===== src/rtl/sipo_pkg.sv =====
// Shared types and constants for the sipo_deser serial-to-parallel deserialiser.
package sipo_pkg;

    // Receive FSM: DATA collects word bits, PAR samples the trailing parity bit.
    typedef enum logic [0:0] {
        DATA = 1'b0,
        PAR  = 1'b1
    } sipo_state_t;

    // Default word width.
    localparam int unsigned SIPO_N_DEF = 8;

endpackage


===== src/rtl/sipo_shift.sv =====
// Shift register and bit counter for sipo_deser. Assembles serial bits in the
// configured order and strobes when the N-th bit of a word is sampled.
module sipo_shift
    import sipo_pkg::*;
#(
    parameter int unsigned N         = SIPO_N_DEF,
    parameter bit          MSB_FIRST = 1'b1
) (
    input  logic         clk_i,
    input  logic         n_res_i,
    input  logic         shift_en_i,
    input  logic         clr_i,
    input  logic         sin_i,
    output logic [N-1:0] sr_o,
    output logic [N-1:0] word_o,
    output logic         done_o
);

    localparam int unsigned     CntW   = $clog2(N);
    localparam logic [CntW-1:0] CntMax = CntW'(N - 1);

    logic [N-1:0]    sr_q, sr_d;
    logic [N-1:0]    sr_shift;
    logic [CntW-1:0] cnt_q, cnt_d;
    logic            done;

    // Order selection: MSB-first pushes in at bit 0 so the first bit ends up on top.
    if (MSB_FIRST) begin : g_msb_first
        assign sr_shift = {sr_q[N-2:0], sin_i};
    end else begin : g_lsb_first
        assign sr_shift = {sin_i, sr_q[N-1:1]};
    end

    // Next-state for shift register and counter; clr beats a same-edge shift.
    always_comb begin
        sr_d  = sr_q;
        cnt_d = cnt_q;
        done  = 1'b0;
        if (clr_i) begin
            sr_d  = '0;
            cnt_d = '0;
        end else if (shift_en_i) begin
            sr_d = sr_shift;
            if (cnt_q == CntMax) begin
                cnt_d = '0;
                done  = 1'b1;
            end else begin
                cnt_d = cnt_q + CntW'(1);
            end
        end
    end

    // State registers with synchronous active-low reset.
    always_ff @(posedge clk_i) begin
        if (!n_res_i) begin
            sr_q  <= '0;
            cnt_q <= '0;
        end else begin
            sr_q  <= sr_d;
            cnt_q <= cnt_d;
        end
    end

    assign sr_o   = sr_q;
    // Word including the bit sampled on this edge, valid when done_o is high.
    assign word_o = sr_shift;
    assign done_o = done;

endmodule


===== src/rtl/sipo_deser.sv =====
// Serial-in parallel-out deserialiser with registered valid/ready output.
// Optional trailing even-parity check enabled by defining SIPO_DESER_PARITY_EN.
module sipo_deser
    import sipo_pkg::*;
#(
    parameter int unsigned N         = SIPO_N_DEF,
    parameter bit          MSB_FIRST = 1'b1
) (
    input  logic         clk,
    input  logic         n_res,
    input  logic         sin,
    input  logic         sin_en,
    input  logic         clr,
    input  logic         q_ready,
    output logic [N-1:0] Q,
    output logic         q_valid,
    output logic         overrun,
    output logic         par_err
);

    logic         shift_en;
    logic [N-1:0] sr;
    logic [N-1:0] word_shift;
    logic         word_done;
    logic         deliver;
    logic [N-1:0] deliver_word;

    logic [N-1:0] q_q, q_d;
    logic         valid_q, valid_d;
    logic         overrun_q, overrun_d;

    sipo_shift #(
        .N         (N),
        .MSB_FIRST (MSB_FIRST)
    ) u_shift (
        .clk_i      (clk),
        .n_res_i    (n_res),
        .shift_en_i (shift_en),
        .clr_i      (clr),
        .sin_i      (sin),
        .sr_o       (sr),
        .word_o     (word_shift),
        .done_o     (word_done)
    );

`ifdef SIPO_DESER_PARITY_EN
    sipo_state_t state_q, state_d;
    logic        par_err_q, par_err_d;

    // Bits only enter the shift register while collecting data; in PAR the
    // completed word sits untouched in sr.
    assign shift_en     = sin_en & (state_q == DATA);
    assign deliver_word = sr;

    // FSM next-state and parity decision.
    always_comb begin
        state_d   = state_q;
        par_err_d = 1'b0;
        deliver   = 1'b0;
        if (clr) begin
            state_d = DATA;
        end else begin
            unique case (state_q)
                DATA: begin
                    if (word_done) state_d = PAR;
                end
                PAR: begin
                    if (sin_en) begin
                        state_d = DATA;
                        if ((^sr ^ sin) == 1'b0) deliver = 1'b1;
                        else                     par_err_d = 1'b1;
                    end
                end
                default: state_d = DATA;
            endcase
        end
    end

    // FSM state and parity-error pulse register.
    always_ff @(posedge clk) begin
        if (!n_res) begin
            state_q   <= DATA;
            par_err_q <= 1'b0;
        end else begin
            state_q   <= state_d;
            par_err_q <= par_err_d;
        end
    end

    assign par_err = par_err_q;

    // The in-flight shifted word is not needed: delivery waits for the parity edge.
    logic unused_word_shift;
    assign unused_word_shift = ^word_shift;
`else
    assign shift_en     = sin_en;
    assign deliver      = word_done;
    assign deliver_word = word_shift;
    assign par_err      = 1'b0;

    logic unused_sr;
    assign unused_sr = ^sr;
`endif

    // Holding register: load on delivery if empty or being drained, else flag overrun.
    always_comb begin
        q_d       = q_q;
        valid_d   = valid_q;
        overrun_d = overrun_q;
        if (valid_q && q_ready) valid_d = 1'b0;
        if (deliver) begin
            if (!valid_q || q_ready) begin
                q_d     = deliver_word;
                valid_d = 1'b1;
            end else begin
                overrun_d = 1'b1;
            end
        end
        if (clr) overrun_d = 1'b0;
    end

    // Output registers.
    always_ff @(posedge clk) begin
        if (!n_res) begin
            q_q       <= '0;
            valid_q   <= 1'b0;
            overrun_q <= 1'b0;
        end else begin
            q_q       <= q_d;
            valid_q   <= valid_d;
            overrun_q <= overrun_d;
        end
    end

    assign Q       = q_q;
    assign q_valid = valid_q;
    assign overrun = overrun_q;

endmodule


===== config.mk =====
export PLATFORM = sky130hd
export DESIGN_NAME = sipo_deser
export DESIGN_NICKNAME = d
export VERILOG_FILES = /design/src/rtl/sipo_pkg.sv /design/src/rtl/sipo_shift.sv /design/src/rtl/sipo_deser.sv
export SDC_FILE = /design/constraint.sdc
export NUM_CORES = 1
export LEC_CHECK = 0
export ABC_AREA = 1
export CORE_UTILIZATION = 51
export CTS_BUF_LIST = sky130_fd_sc_hd__clkbuf_2 sky130_fd_sc_hd__clkbuf_4 sky130_fd_sc_hd__clkbuf_8
export DETAILED_ROUTE_END_ITERATION = 10
export MAX_ROUTING_LAYER = met4
export PLACE_DENSITY = 0.85
export SLEW_MARGIN = 20
export SYNTH_ARGS = -nofsm -noshare
export SYNTH_HDL_FRONTEND = slang
export SYNTH_SLANG_ARGS = --single-unit
export TNS_END_PERCENT = 100

===== constraint.sdc =====
create_clock -name clk -period 1.3 [get_ports clk]
set_input_delay 0.26 -clock clk [delete_from_list [all_inputs] [get_ports clk]]
set_output_delay 0.26 -clock clk [all_outputs]
set_load 0.01 [all_outputs]

==> results.cfg <==
[final_layout]
layout_common_cells = nor2_1 (19), dfxtp_1 (18), nand2_1 (14)
layout_commonest_cell = nor2_1
final_net_count = 137
num_antenna_cells = 0
finalInstanceArea_um2 = 1080
drive_gt1_share_pct = 15.6
area_delta_synth_final_pct = 28.0

[power_and_ir_drop]
p_clk_share_pct = 41.9
switching_power_uw = 252
p_seq_share_pct = 51.3
p_per_area_nw_per_um2 = 1140
combPwrFrac_pct = 6.8
p_int_uw = 971
ir_worst_vdd_v = 0.00116
leakage_uw = 0.000461
p_sw_share_pct = 20.6

[grt]
grt_pass1_vias = 644
grt_overflow = 0
grt_max_degree = 13
grt_antenna_before_repair = 0
gr-usage-all-layers_pct = 20.1
grt_pass1_wl_um = 2700

[timing]
rsz0062_at_grt = yes
holdWs_ns = 0.482
tns_ns = 0
slew_violations = 0
skew_ns = 0.0151
fin_ws_ns = 0.0564
fin_crit_sh_pct = 95.7
setup_viol = 0
min_period_ns = 1.24
fmaxAchievable_ghz = 0.804
timing_hold_violations_final = 0

[synth]
syn-mean-instance-area_um2 = 7.79
synth_cell_type_count = 15
syn_nets = 116
syn_inst = 108
ys_ff_latch = 20
seq_area_frac_synth_pct = 47.6
yosys_warnings = 0
syn_area_um2 = 841

[floorplan]
core_area_um2 = 1520
die_w_um = 42.6
num_rows = 14
initial_utilization_pct = 55.2
top_level_ports = 17
die_h_um = 42.6
die_area_um2 = 1820

[critical_path]
reg2reg_depth = 7
cp-endpoint = Q[2]
cp_top_family = simple AND/OR/NAND/NOR gates
worstSetupStartpointType = flop
crit_buf_inv = 0
critPathMaxFanout = 5
crit_chain = ha_2 -> ha_4 -> nand2_2 -> nor2_4 -> nand3_1 -> nand2_1 -> nor2_1
critPathLaunch = u_shift.cnt_q[0]
arrival_ns = 1.45
reg2reg_slack_ns = 0.06
required_ns = 1.51
timing.rr.start = u_shift.cnt_q[0]
crit_slowest_cell = dfxtp_2
crit_type = reg -> reg
end_kind = flop
critPathMaxStageDelay_ns = 0.35
r2r_end = Q[2]
cp.depth = 7

[route]
wl_per_cell_um = 10.7
vias_per_cell = 4.99
drtIter0Drc = 9
ant_nets = 0
first_pass_iters = 4
num_vias = 718
drc = 0
wl_um = 1550

[place]
pre_cts_ws_ns = -0.170
portBuffers = 15
dp_hpwl_um = 1170
place_congestion = 0.770
post_dp_cell_area_um2 = 1010

[clock_network]
cts_tree = built
post_cts_buffers = 0
clk_latency_ns = 0.31
cts_max_level = 1
ctsHoldBuffers = 0
clockBufferDepth = 2
cts.sink_count = 20
cts_made_buffers = 3
cts.clk_slew.worst_paths_ns = 0.12
root_buffer = clkbuf_4

[min_path]
worstHoldPathType = reg -> reg

[run_status]
status = completed

[flow_run]
cap_viol_max_count = 0
[metrics by stage]
step                instances  total power (uW)  util, %
floorplan                 108               694        -
global placement          139               719     66.1
detailed placement        139               721     66.1
CTS                       144              1220     70.0
global route              144              1260     70.6
finish                    144              1220     70.6
[tightest hold or removal path: stages (launching register included)]
cell and delay [ns]:
dfxtp_2 0.34, nand2_1 0.06, a21oi_1 0.06
[power groups by stage]
| stage | clock network, uW | logic, uW | registers (uW) |
|---|---|---|---|
| floorplan | 0 | 53.8 | 640 |
| global placement | 0 | 78.3 | 640 |
| detailed placement | 0 | 80.5 | 641 |
| CTS | 516 | 81.8 | 627 |
| global route | 541 | 92.9 | 629 |
| finish | 512 | 82.7 | 628 |
[how the worst min path moves through the flow]
stage / from / endpoint / slack, ns / cells past startpoint
floorplan: clr / u_shift.cnt_q[0] / 0.42 / 3
global placement: u_shift.cnt_q[2] / u_shift.cnt_q[2] / 0.46 / 2
detailed placement: overrun / overrun / 0.46 / 2
CTS: overrun / overrun / 0.49 / 2
global route: u_shift.cnt_q[1] / u_shift.cnt_q[1] / 0.50 / 2
finish: u_shift.cnt_q[1] / u_shift.cnt_q[1] / 0.48 / 2
[flip-flops by register name (all words and copies together), names as in the netlist]
register       flops
overrun            1
Q                  8
u_shift.sr_o       7
q_valid            1
u_shift.cnt_q      3
[Yosys cell counts]
cell type / instances / area, um2
buf_4: 3 / 22.5
nand3_4: 1 / 17.5
nor2_1: 19 / 71.3
inv_1: 13 / 48.8
nor2_4: 3 / 33.8
conb_1: 1 / 3.75
nand2_2: 1 / 6.26
nand2_1: 14 / 52.6
o21ai_1: 7 / 35.0
dfxtp_1: 20 / 400
inv_2: 2 / 7.51
nand3_1: 9 / 45.0
a21oi_1: 12 / 60.1
ha_1: 2 / 25.0
buf_6: 1 / 11.3
[final cells by class]
cell class | instances | area (um2)
Multi-Input combinational cell | 70 | 377
Tap cell | 16 | 20.0
Sequential cell | 20 | 403
Inverter | 15 | 56.3
Fill cell | 120 | 448
Timing Repair Buffer | 19 | 168
Clock buffer | 3 | 22.5
Clock inverter | 1 | 30.0
[layer usage]
metal / vias up / track usage (%) / part of all wire, %
met5: - / - / 0
met4: 0 / 9.38 / 2.3
met3: 4 / 2.59 / 2.5
met2: 23 / 32.9 / 49
met1: 311 / 24.3 / 47
li1: 380 / - / -
[repair_timing]
action	in CTS	in global routing
gates resized for setup	12	4
setup endpoints to repair	18	9
cloned	1	0
pin swaps	1	1
[cells by family after synthesis]
logic type / count (synthesis) / share of synthesized area (%)
and+or+nand+nor: 47 / 26.9
buffers and inverters: 19 / 10.7
adders and majority gates: 2 / 2.98
AOI/OAI and AO/OA: 19 / 11.3
DFF: 20 / 47.6
other: 1 / 0.446
Note: power is estimated with default switching activity, not from simulation.
